**config.mk**
```make
export PLATFORM = sky130hd
export DESIGN_NAME = line_fill_sched
export DESIGN_NICKNAME = d
export VERILOG_FILES = /design/src/rtl/line_fill_sched.sv
export SDC_FILE = /design/constraint.sdc
export NUM_CORES = 1
export LEC_CHECK = 0
export CAP_MARGIN = 40
export CORE_MARGIN = 10
export CORE_UTILIZATION = 47
export CTS_CLUSTER_SIZE = 14
export DETAILED_ROUTE_END_ITERATION = 6
export HOLD_SLACK_MARGIN = 0.1
export PLACE_DENSITY = 0.81
export SLEW_MARGIN = 20
export SYNTH_ARGS = -nofsm -noshare
export SYNTH_HDL_FRONTEND = slang
export SYNTH_SLANG_ARGS = --single-unit
```
**constraint.sdc**
```tcl
create_clock -name CLK25MHZ -period 3 [get_ports CLK25MHZ]
set_clock_uncertainty 0.15 [all_clocks]
set_input_delay 0.45 -clock CLK25MHZ [delete_from_list [all_inputs] [get_ports CLK25MHZ]]
set_output_delay 0.45 -clock CLK25MHZ [all_outputs]
set_load 0.05 [all_outputs]
```
**src/rtl/line_fill_sched.sv**
```systemverilog
// Ping-pong line-buffer fill scheduler: requests one rendered line ahead of the
// VGA scan, writes it into the back bank and swaps banks at each line start.
module line_fill_sched #(
  parameter int H_PIXELS = 640,
  parameter int V_LINES  = 480
) (
  input  logic               CLK25MHZ,
  input  logic               ck_rst,
  input  logic signed [11:0] next_y,
  input  logic               next_line,
  output logic               req_valid,
  output logic        [11:0] req_y,
  input  logic               req_ready,
  input  logic               px_valid,
  input  logic        [11:0] px_data,
  output logic               px_ready,
  output logic               wr_en,
  output logic               wr_bank,
  output logic        [9:0]  wr_addr,
  output logic        [11:0] wr_data,
  output logic               rd_bank,
  output logic               abort,
  output logic               underrun,
  output logic        [15:0] underrun_cnt
);

  localparam logic [1:0] F_REQ  = 2'd0;
  localparam logic [1:0] F_FILL = 2'd1;
  localparam logic [1:0] F_DONE = 2'd2;

  localparam logic [1:0] M_BLANK0 = 2'd0;
  localparam logic [1:0] M_BLANK1 = 2'd1;
  localparam logic [1:0] M_ACTIVE = 2'd2;

  localparam logic        [9:0]  LAST_PX   = 10'(H_PIXELS - 1);
  localparam logic signed [11:0] LAST_LINE = 12'(V_LINES - 1);

  function automatic logic [15:0] sat_inc16(input logic [15:0] v);
    return (v == 16'hFFFF) ? v : v + 16'd1;
  endfunction

  logic        line_q;
  logic [1:0]  fill_q, fill_d;
  logic [1:0]  mode_q, mode_d;
  logic [11:0] req_y_q, req_y_d;
  logic [9:0]  wr_addr_q, wr_addr_d;
  logic        rd_bank_q, rd_bank_d;
  logic [15:0] underrun_cnt_q, underrun_cnt_d;

  logic line_start;
  logic p1_skip;
  logic act;
  logic fill_done;
  logic miss;
  logic accept;

  // In the second blank line only the start announcing line 1 matters.
  assign line_start = next_line & ~line_q;
  assign p1_skip    = (mode_q == M_BLANK1) && (next_y != 12'sd1);
  assign act        = line_start & ~p1_skip & ~ck_rst;
  assign fill_done  = (fill_q == F_DONE);
  assign miss       = act & ~fill_done;
  assign accept     = px_valid & px_ready;

  assign req_valid    = ~ck_rst & (fill_q == F_REQ);
  assign req_y        = ck_rst ? 12'd0 : req_y_q;
  assign px_ready     = ~ck_rst & (fill_q == F_FILL) & ~act;
  assign wr_en        = accept;
  assign wr_addr      = ck_rst ? 10'd0 : wr_addr_q;
  assign wr_data      = accept ? px_data : 12'd0;
  assign rd_bank      = ~ck_rst & rd_bank_q;
  assign wr_bank      = ~rd_bank;
  assign abort        = miss;
  assign underrun     = miss;
  assign underrun_cnt = ck_rst ? 16'd0 : underrun_cnt_q;

  always_comb begin
    fill_d         = fill_q;
    mode_d         = mode_q;
    req_y_d        = req_y_q;
    wr_addr_d      = wr_addr_q;
    rd_bank_d      = rd_bank_q;
    underrun_cnt_d = underrun_cnt_q;
    if (act) begin
      // A line start always wins over any handshake in the same cycle.
      fill_d    = F_REQ;
      wr_addr_d = 10'd0;
      if (fill_done) begin
        rd_bank_d = ~rd_bank_q;
      end else begin
        underrun_cnt_d = sat_inc16(underrun_cnt_q);
      end
      case (mode_q)
        M_ACTIVE: begin
          if (next_y == LAST_LINE) begin
            req_y_d = 12'd0;
            mode_d  = M_BLANK0;
          end else begin
            req_y_d = $unsigned(next_y) + 12'd1;
          end
        end
        M_BLANK1: begin
          req_y_d = 12'd2;
          mode_d  = M_ACTIVE;
        end
        default: begin
          if (fill_done) begin
            req_y_d = 12'd1;
            mode_d  = M_BLANK1;
          end else begin
            req_y_d = 12'd0;
            mode_d  = M_BLANK0;
          end
        end
      endcase
    end else begin
      case (fill_q)
        F_REQ: begin
          if (req_ready) begin
            fill_d    = F_FILL;
            wr_addr_d = 10'd0;
          end
        end
        F_FILL: begin
          if (accept) begin
            if (wr_addr_q == LAST_PX) begin
              fill_d    = F_DONE;
              wr_addr_d = 10'd0;
            end else begin
              wr_addr_d = wr_addr_q + 10'd1;
            end
          end
        end
        F_DONE: fill_d = F_DONE;
        default: fill_d = F_REQ;
      endcase
    end
  end

  always_ff @(posedge CLK25MHZ) begin
    if (ck_rst) begin
      line_q         <= 1'b0;
      fill_q         <= F_REQ;
      mode_q         <= M_BLANK0;
      req_y_q        <= 12'd0;
      wr_addr_q      <= 10'd0;
      rd_bank_q      <= 1'b0;
      underrun_cnt_q <= 16'd0;
    end else begin
      line_q         <= next_line;
      fill_q         <= fill_d;
      mode_q         <= mode_d;
      req_y_q        <= req_y_d;
      wr_addr_q      <= wr_addr_d;
      rd_bank_q      <= rd_bank_d;
      underrun_cnt_q <= underrun_cnt_d;
    end
  end

endmodule
```
==> run_results.csv <==
group,metric,value,unit
layout,multi_input_area,1700,um^2
route,vias,2690,
layout,final_common_cell,"clkdlybuf4s50_1",
synth,syn_nets,372,
worst_setup_path,crit_end,"wr_data[2]",
global_route,grt-ovfl-total,0,
route,firstDrtPassIters,4,
run_status,outcome,"finished clean",
route,viasPerCell,5.40,
cts,cts_num_sinks,44,
timing,fmax,0.341,GHz
synth,synth_seq_cells,44,
synth,yosysUniqueCellTypes,46,
floorplanning,die_h,95.8,um
global_route,grt_pass1_vias,2574,
worst_setup_path,r2r-start,"mode_q[1]",
worst_setup_path,crit_fanout,7,
cts,cts_root_buf,"clkbuf_8",
power_and_ir_drop,worst_ir_drop_vdd,0.245,mV
timing,setup_violations,0,
timing,rsz0062_at_grt,"yes",
layout,diodes,0,
synth,syn_area,2700,um^2
worst_setup_path,crit_start,"next_y[1]",
timing,fin_crit_sh,97.8,%
layout,nNetsFinal,464,
timing,max_slew_margin,64.5,%
global_route,grtUsageTotal,15.8,%
synth,synth_area_per_cell,8.11,um^2
power_and_ir_drop,intPower,967,uW
layout,seq_area,881,um^2
cts,cts_inserted_buffers,5,
worst_setup_path,startpoint_type,"input port",
synth,synth_seq_area_share,32.6,%
worst_setup_path,r2r_cells,6,
worst_setup_path,r2r_slack,0.46,ns
job,drv_cap,0,
hold_path,min_path_type,"reg -> reg",
cts,cts_resized,0,
route,wirelength,7580,um
power_and_ir_drop,swShare,25.6,%
layout,final_cell_mix,"clkdlybuf4s50_1, dfxtp_1, nor2b_1, nor2_1, nand3_1",
power_and_ir_drop,power_density,327,nW/um^2
power_and_ir_drop,p_seq_share,45.9,%
floorplanning,dieWidth,95.8,um
global_route,grt_pass1_wl,11900,um
worst_setup_path,critPathKind,"in -> out",
timing,tns,0,ns
cts,path_clk_slew,0.08,ns
timing,tightestPinTransition,0.531,ns
route,drc,0,
cts,clockBufferDepth,2,
power_and_ir_drop,pwr-share-clk,36.6,%
route,antenna_left,0,
timing,setup_ws,0.0662,ns
route,drt_iter0_drc,150,
timing,hold_violations,0,
global_route,grt_max_degree,70,
floorplanning,ios,86,
layout,drive_above_1_share,14.1,%
timing,slew_violations,0,
placement,port_buffers,85,
placement,placement.cell_area,3840,um^2
cts,htree_levels,2,
cts,clk_latency,0.30,ns
worst_setup_path,critPathCaptureType,"output port",
layout,fin_area,3980,um^2
placement,dpl_worst_slack,0.0631,ns
cts,post-cts-setup-buffer-count,0,
worst_setup_path,rr_endpoint,"underrun_cnt_q[5]",
route,wl_per_cell,15.2,um
layout,fillers,439,
synth,synth-warning-count,0,
floorplanning,die_area,9180,um^2
power_and_ir_drop,netSwitchingPower,333,uW
layout,syn_to_final_growth,47.2,%
synth,netlist_instances,333,
worst_setup_path,arrival,2.33,ns
global_route,antenna_found_initial,0,
floorplanning,row_count,27,
cts,cts_tree,"built",
worst_setup_path,crit_required,2.40,ns
placement,place.detailed.hpwl,5950,um
power_and_ir_drop,p_leak,1.48,nW
floorplanning,start_util,48.8,%
floorplanning,core,5540,um^2
cts,hold_buffers,0,
power_and_ir_drop,comb_power_share,17.5,%
layout,fin_util,71.7,%
timing,min_period,2.93,ns
placement,gp_congestion,0.882,
flip-flops by register name, summed over array words and instances, names as in the netlist:
| register | count |
|---|---|
| line_q | 1 |
| rd_bank_q | 1 |
| req_y_q | 12 |
| underrun_cnt_q | 16 |
| fill_q | 2 |
| mode_q | 2 |
| wr_addr_q | 10 |
logic make-up (layout without fill, tap and decap cells):
group	Yosys count	after routing	share of synthesized area [%]
buffers and inverters	30	123	4.77
muxes	16	16	6.44
adders and majority gates	10	10	4.63
and+or+nand+nor	181	181	38.2
DFF	44	44	32.6
AOI/OAI and AO/OA	40	40	9.50
xor gates and xnor gates	12	12	3.89
power groups by stage:
stage	Combinational (mW)	Clock [mW]	Sequential [mW]
after floorplan	0.121	0	0.609
after global placement	0.222	0	0.610
after detailed placement	0.226	0	0.610
after CTS	0.227	0.488	0.597
after global routing	0.247	0.508	0.598
final	0.228	0.476	0.596
worst max-delay path, stage by stage:
cell	delay, ns
clkdlybuf4s50_1	0.48
inv_1	0.05
ha_1	0.16
and4bb_2	0.24
and4_1	0.20
nor3_2	0.23
buf_4	0.18
and2_1	0.19
buf_12	0.15
cell usage after synthesis (all sizes together):
cell type  instances  area share [%]
inv               16             2.2
or4                5             1.4
nand4              9             2.3
o2111ai            1            0.32
nand3             26             4.8
a211oi             1            0.46
mux2              11             4.6
nor4               4             2.0
o31ai              2            0.56
nor2b             35             8.1
xnor2              4             1.3
nor3              15             3.3
a21oi              6             1.1
and4               1            0.32
buf                7             1.6
o22ai              2            0.46
nor3b              3            0.83
nand2             24             3.3
a211o              3            0.97
nand2b             3            0.69
or3b               2            0.65
or4b               1            0.37
and4bb             1            0.46
and3               2            0.46
a31oi              1            0.23
nor2              29             4.0
o41ai              1            0.32
a22oi              1            0.28
and2              13             3.0
dfxtp             44              33
or3                5             1.2
nand3b             3            0.83
clkbuf             7            0.97
o21ai             17             3.1
o2bb2ai            5             1.6
ha                10             4.6
mux2i              5             1.9
xor2               8             2.6
cell type report:
| type | instances | area share (%) |
|---|---|---|
| multi-input combinational | 259 | 42.8 |
| timing repair buffer | 99 | 28.2 |
| sequential | 44 | 22.2 |
| tap | 72 | 2.27 |
| clock buffer | 6 | 2.08 |
| inverter | 16 | 1.51 |
| clock inverter | 2 | 0.976 |
per-stage QoR:
step	hold WS, ns	power, mW	instances
2_1_floorplan	0.275	0.730	333
3_3_place_gp	0.289	0.831	489
3_5_place_dp	0.289	0.836	489
4_1_cts	0.318	1.31	497
5_1_grt	0.329	1.35	498
6_report	0.313	1.30	498
routing by layer:
| metal | vias to the layer above | global-route usage, % | part of all wire (%) |
|---|---|---|---|
| met5 | - | 0 | 0 |
| met4 | 0 | 4.05 | 0.73 |
| met3 | 4 | 4.12 | 7.3 |
| met2 | 77 | 28.4 | 51 |
| met1 | 1264 | 18.2 | 41 |
| li1 | 1345 | - | - |
how the worst min path moves through the flow:
stage | startpoint | slack [ns] | cells past startpoint | to
floorplan | req_y_q[10] | 0.27 | 1 | req_y_q[10]
global placement | req_y_q[5] | 0.29 | 1 | req_y_q[5]
detailed placement | req_y_q[10] | 0.29 | 1 | req_y_q[10]
CTS | req_y_q[10] | 0.32 | 1 | req_y_q[10]
global route | req_y_q[10] | 0.33 | 1 | req_y_q[10]
finish | req_y_q[2] | 0.31 | 1 | req_y_q[2]
No activity file was read; power rests on OpenSTA's default activity.
